**src/rtl/regfile_issue_ctrl.sv**
```systemverilog
// Issue controller for a 2-read/1-write register file: it accepts one reg-reg instruction,
// reads both sources, runs a small ALU op and writes the destination. Each instruction takes 4 cycles.
module regfile_issue_ctrl #(
   parameter int unsigned WIDTH = 16,
   parameter int unsigned AW    = 4
) (
   input  logic             Clk,
   input  logic             Rst,
   input  logic             In_Valid,
   output logic             In_Ready,
   input  logic [2:0]       Op,
   input  logic [AW-1:0]    Rd,
   input  logic [AW-1:0]    Rs1,
   input  logic [AW-1:0]    Rs2,
   output logic [AW-1:0]    Re1,
   output logic [AW-1:0]    Re2,
   input  logic [WIDTH-1:0] D1,
   input  logic [WIDTH-1:0] D2,
   output logic [AW-1:0]    W,
   output logic [WIDTH-1:0] Da,
   output logic             We,
   output logic             Done,
   output logic [WIDTH-1:0] Result,
   output logic             Carry,
   output logic             Zero
);

   typedef enum logic [1:0] {StIdle, StRead, StExec, StWrite} state_e;

   localparam logic [2:0] OpAdd = 3'd0;
   localparam logic [2:0] OpSub = 3'd1;
   localparam logic [2:0] OpAnd = 3'd2;
   localparam logic [2:0] OpOr  = 3'd3;
   localparam logic [2:0] OpXor = 3'd4;
   localparam logic [2:0] OpShl = 3'd5;
   localparam logic [2:0] OpShr = 3'd6;
   localparam logic [2:0] OpMov = 3'd7;

   state_e           state_q;
   logic             rdy_q;
   logic [2:0]       op_q;
   logic [AW-1:0]    rd_q;
   logic [AW-1:0]    re1_q;
   logic [AW-1:0]    re2_q;
   logic [AW-1:0]    w_q;
   logic [WIDTH-1:0] a_q;
   logic [WIDTH-1:0] b_q;
   logic [WIDTH:0]   res_q;
   logic [WIDTH:0]   alu_d;
   logic             we_q;
   logic             done_q;
   logic [WIDTH-1:0] result_q;
   logic             carry_q;
   logic             zero_q;

   // Bit WIDTH of the ALU result carries the carry/borrow/shift-out flag.
   always_comb begin
      alu_d = '0;
      case (op_q)
         OpAdd:   alu_d = {1'b0, a_q} + {1'b0, b_q};
         OpSub:   alu_d = {1'b0, a_q} - {1'b0, b_q};
         OpAnd:   alu_d = {1'b0, a_q & b_q};
         OpOr:    alu_d = {1'b0, a_q | b_q};
         OpXor:   alu_d = {1'b0, a_q ^ b_q};
         OpShl:   alu_d = {a_q, 1'b0};
         OpShr:   alu_d = {a_q[0], 1'b0, a_q[WIDTH-1:1]};
         OpMov:   alu_d = {1'b0, a_q};
         default: alu_d = '0;
      endcase
   end

   always_ff @(posedge Clk) begin
      if (Rst) begin
         state_q  <= StIdle;
         rdy_q    <= 1'b1;
         op_q     <= '0;
         rd_q     <= '0;
         re1_q    <= '0;
         re2_q    <= '0;
         w_q      <= '0;
         a_q      <= '0;
         b_q      <= '0;
         res_q    <= '0;
         we_q     <= 1'b0;
         done_q   <= 1'b0;
         result_q <= '0;
         carry_q  <= 1'b0;
         zero_q   <= 1'b0;
      end else begin
         we_q   <= 1'b0;
         done_q <= 1'b0;
         case (state_q)
            StIdle: begin
               if (In_Valid && rdy_q) begin
                  op_q    <= Op;
                  rd_q    <= Rd;
                  re1_q   <= Rs1;
                  re2_q   <= Rs2;
                  rdy_q   <= 1'b0;
                  state_q <= StRead;
               end
            end
            StRead: begin
               a_q     <= D1;
               b_q     <= D2;
               state_q <= StExec;
            end
            StExec: begin
               res_q   <= alu_d;
               we_q    <= 1'b1;
               w_q     <= rd_q;
               state_q <= StWrite;
            end
            StWrite: begin
               result_q <= res_q[WIDTH-1:0];
               carry_q  <= res_q[WIDTH];
               zero_q   <= (res_q[WIDTH-1:0] == '0);
               done_q   <= 1'b1;
               rdy_q    <= 1'b1;
               state_q  <= StIdle;
            end
            default: begin
               rdy_q   <= 1'b1;
               state_q <= StIdle;
            end
         endcase
      end
   end

   assign In_Ready = rdy_q;
   assign Re1      = re1_q;
   assign Re2      = re2_q;
   assign W        = w_q;
   // Da holds the last computed value after WRITE.
   assign Da       = res_q[WIDTH-1:0];
   assign We       = we_q;
   assign Done     = done_q;
   assign Result   = result_q;
   assign Carry    = carry_q;
   assign Zero     = zero_q;

endmodule

```
**config.mk**
```make
export PLATFORM = sky130hd
export DESIGN_NAME = regfile_issue_ctrl
export DESIGN_NICKNAME = d
export VERILOG_FILES = /design/src/rtl/regfile_issue_ctrl.sv
export SDC_FILE = /design/constraint.sdc
export NUM_CORES = 1
export LEC_CHECK = 0
export CAP_MARGIN = 20
export CORE_UTILIZATION = 54
export CTS_BUF_LIST = sky130_fd_sc_hd__clkbuf_16
export DETAILED_ROUTE_END_ITERATION = 8
export GPL_TIMING_DRIVEN = 0
export MAX_ROUTING_LAYER = met4
export PLACE_DENSITY = 0.79
export SLEW_MARGIN = 5
export SYNTH_ARGS = -nofsm -noshare
export SYNTH_HDL_FRONTEND = slang
export SYNTH_SLANG_ARGS = --single-unit
```
**constraint.sdc**
```tcl
create_clock -name Clk -period 3.75 [get_ports Clk]
set_clock_uncertainty 0.15 [all_clocks]
set_input_delay 0.75 -clock Clk [delete_from_list [all_inputs] [get_ports Clk]]
set_output_delay 0.75 -clock Clk [all_outputs]
set_load 0.005 [all_outputs]
```
==> summary.md <==
| Metric | Value |
|---|---|
| Seq cells post-synth | `91` |
| Fin. max-slew vios | `0` |
| Crit-path max FO | `10` |
| Tmin final | `3.60 ns` |
| Synthesized cell area | `5930 sq um` |
| Hold Crit Class | `reg2reg` |
| Die height | `107 microns` |
| Vias | `5574` |
| CTS tree | `yes` |
| F_max | `0.277 GHz` |
| Worst r2r src | `op_q[0]$_SDFFE_PP0P_` |
| Startpoint Class | `register` |
| Largest net degree at the start of global routing | `16` |
| Diodes inserted | `0` |
| Initial antenna violation count | `0` |
| CTS clock-pin slew for the worst setup and hold paths | `0.06 ns` |
| Crit path max-delay family | `compound AO/OA/AOI/OAI gates` |
| Worst Path Required | `3.86 ns` |
| Layout Nets | `922` |
| Initial cell density of the core | `56.6%` |
| Grt total ovfl | `0` |
| Worst hold path stage count | `2` |
| Drt first-iter violations | `463` |
| Chip Width | `107 microns` |
| Post-route cell area | `7440 sq um` |
| Synthesis-to-layout area growth | `25.6%` |
| Syn_nets | `816` |
| Final hold viol count | `0` |
| Deepest clock path buffer count | `2` |
| Outcome | `complete, no violations` |
| Reg2Reg Depth | `13` |
| Total power | `0.00583 W` |
| Max-cap violations | `0` |
| YS warnings | `0` |
| TritonCTS buffer count | `9` |
| Filler cells | `859` |
| Post-placement cell area | `7080 sq um` |
| Power per cell area | `784 nW/um^2` |
| Setup-failing EPs final | `0` |
| VDD IR max | `0.486 mV` |
| Rows | `37` |
| DRT Wirelength | `17700 microns` |
| Number of remaining DRC errors | `0` |
| Worst EP arrival | `3.71 ns` |
| Critical setup path kind | `reg2reg` |
| HPWL after DPL | `13600 microns` |
| IO buf count | `98` |
| Most common flop cell mapped by yosys | `dfxtp_1` |
| Lkg Pwr | `2.86 nW` |
| Post-synth EDFFs | `0` |
| FFs w/ async S/R, synth | `0%` |
| Unique masters post-synth | `63` |
| Slew at the pin closest to its max-slew limit | `0.806 ns` |
| CTS Root Cell | `clkbuf_16` |
| Crit share post-route | `96.1%` |
| Setup Fix Bufs, Post-CTS | `0` |
| Worst path cell trace | `clkbuf_4, buf_4, nand2_1, o41ai_4, a41oi_1, xnor2_1, ha_1, and3_4, a311o_1, o22ai_2, o21ai_1, or3_1, a311oi_2` |
| Number of global-route vias before repair | `5375` |
| Global placer's final weighted congestion | `0.990` |
| Io pins | `99` |
| Hold_sp | `rd_q[2]$_SDFFE_PP0P_` |
| Mapped Cells | `711` |
| Crit-path slowest cell | `dfxtp_2` |
| Worst Setup End Kind | `register` |
| R2r endpoint | `res_q[16]$_SDFFE_PP0P_` |
| Core ar. | `10500 sq um` |
| # H-tree levels | `3` |
| RSZ-0062 raised after global routing | `false` |
| FF-to-FF setup slack | `0.15 ns` |
| End of the worst hold path | `rd_q[2]$_SDFFE_PP0P_` |
| Via-per-instance ratio | `5.82` |
| Crit path launch | `op_q[0]$_SDFFE_PP0P_` |
| Die Area | `11400 sq um` |
| Total GRT Usage | `33.4%` |
| Post-synthesis sequential area ratio | `30.7%` |
| Share of cells above drive strength 1 | `8.27%` |
| Rel. slew slack | `46.2%` |
| Antenna-violating nets left | `0` |
| Avg Inst Size Synth | `8.33 sq um` |
| WL/cell | `18.5 microns` |
| Drt first pass iters | `5` |
| First-pass GRT wire length | `28500 microns` |
| Crit path buf inv count | `2` |
| Worst skew pair latency | `0.35 ns` |
| Max stage delay on crit path | `0.40 ns` |
| Clock Sinks | `91` |
worst max path at each step:
stage / to / cells past startpoint / slack [ns]
floorplan: res_q[16]$_SDFFE_PP0P_ / 14 / 0.37
global placement: res_q[16]$_SDFFE_PP0P_ / 14 / -0.35
detailed placement: res_q[16]$_SDFFE_PP0P_ / 13 / -0.37
CTS: res_q[16]$_SDFFE_PP0P_ / 14 / 0.01
global route: res_q[16]$_SDFFE_PP0P_ / 13 / 0.004
finish: res_q[16]$_SDFFE_PP0P_ / 13 / 0.15
cells in the mapped netlist (5+ instances only):
library cell | number | area share, %
buf_1 | 12 | 0.76
xnor2_1 | 19 | 2.8
o21ai_1 | 14 | 1.2
nor3_1 | 8 | 0.68
nand2_1 | 68 | 4.3
o21a_1 | 5 | 0.63
nand2b_1 | 5 | 0.53
o221ai_1 | 7 | 1.0
nand3_1 | 16 | 1.4
o21ai_0 | 12 | 1.0
nor2_1 | 88 | 5.6
nor2b_1 | 5 | 0.53
a21o_1 | 5 | 0.63
o21bai_1 | 5 | 0.63
inv_1 | 43 | 2.7
clkbuf_1 | 22 | 1.4
buf_2 | 8 | 0.68
ha_1 | 54 | 11
dfxtp_1 | 91 | 31
a21oi_1 | 59 | 5.0
buf_4 | 16 | 2.0
mux2i_1 | 61 | 10
mux4_2 | 8 | 3.0
a31oi_1 | 8 | 0.84
per-stage QoR:
step | hold WS [ns] | TNS, ns | instances | utilization [%] | worst slack [ns]
floorplan | 0.286 | 0 | 711 | - | 0.369
global placement | 0.292 | -1.00 | 945 | 67.6 | -0.346
detailed placement | 0.301 | -1.33 | 945 | 67.6 | -0.369
CTS | 0.310 | 0 | 959 | 70.8 | 0.0146
global route | 0.335 | 0 | 958 | 71.1 | 0.00372
finish | 0.311 | 0 | 958 | 71.1 | 0.146
kinds of logic after synthesis:
kind of cell	synth area share, %
adders and majority gates	11.7
AOI/OAI and AO/OA	17.3
xor gates and xnor gates	3.25
muxes	13.5
DFF	30.7
buffers and inverters	8.02
and+or+nand+nor	15.4
layer usage:
metal,global-route usage (%),wire length (microns),vias up
li1,-,-,2680
met1,44.6,8100,2631
met2,51.9,8010,231
met3,4.86,1190,32
met4,11.4,407,0
met5,-,0,-
report_power, final:
| group | switching [W] | total [W] | internal, W | leakage, nW |
|---|---|---|---|---|
| combinational | 0.00194 | 0.00345 | 0.00151 | 1.97 |
| clock | 0.000388 | 0.000970 | 0.000583 | 0.155 |
| sequential | 0.000262 | 0.00141 | 0.00115 | 0.742 |
| total | 0.00259 | 0.00583 | 0.00325 | 2.86 |
tightest hold or removal path, stage by stage (launching register included):
cell     delay [ns]
dfxtp_1        0.31
nand2_1        0.05
a21oi_1        0.05
sequential cells by signal (all words and copies together), names as in the netlist, 4 cells and up:
| signal | cells |
|---|---|
| a_q | 16 |
| res_q | 17 |
| Re1 | 4 |
| rd_q | 4 |
| W | 4 |
| b_q | 16 |
| Re2 | 4 |
| Result | 16 |
cell type report:
cell class	count	area (sq um)	area share (%)
multi-input combinational	514	3670	49.3
sequential	91	1830	24.5
timing repair buffer	98	981	13.2
buffer	56	300	4.03
clock buffer	9	225	3.03
inverter	47	176	2.37
tap	136	170	2.29
clock inverter	7	92.6	1.24
timing repair:
action                     CTS  global route
hold buffers                 0             0
cloned                       0             0
setup endpoints to repair    9             5
resized for setup            9            11
cell usage in the layout, fill, tap and decap left out, types with 4 or more instances in the layout:
master,count
xnor2_1,19
inv_1,44
nor2b_1,5
o21ai_1,14
dfxtp_1,87
mux4_2,8
o21a_1,5
clkbuf_1,17
o22ai_1,4
o221ai_1,7
a31oi_1,8
clkbuf_16,9
nor2_1,86
a21o_1,5
buf_4,18
a211oi_1,4
nand3_1,16
buf_2,6
and3_1,4
o31ai_1,4
o21ai_0,12
o21bai_1,5
a21oi_1,57
nor3_1,8
clkdlybuf4s50_1,98
nand2_1,68
nand2b_1,5
mux2i_1,61
buf_1,12
ha_1,54
dfxtp_2,4
(Power assumes the default switching activity.)
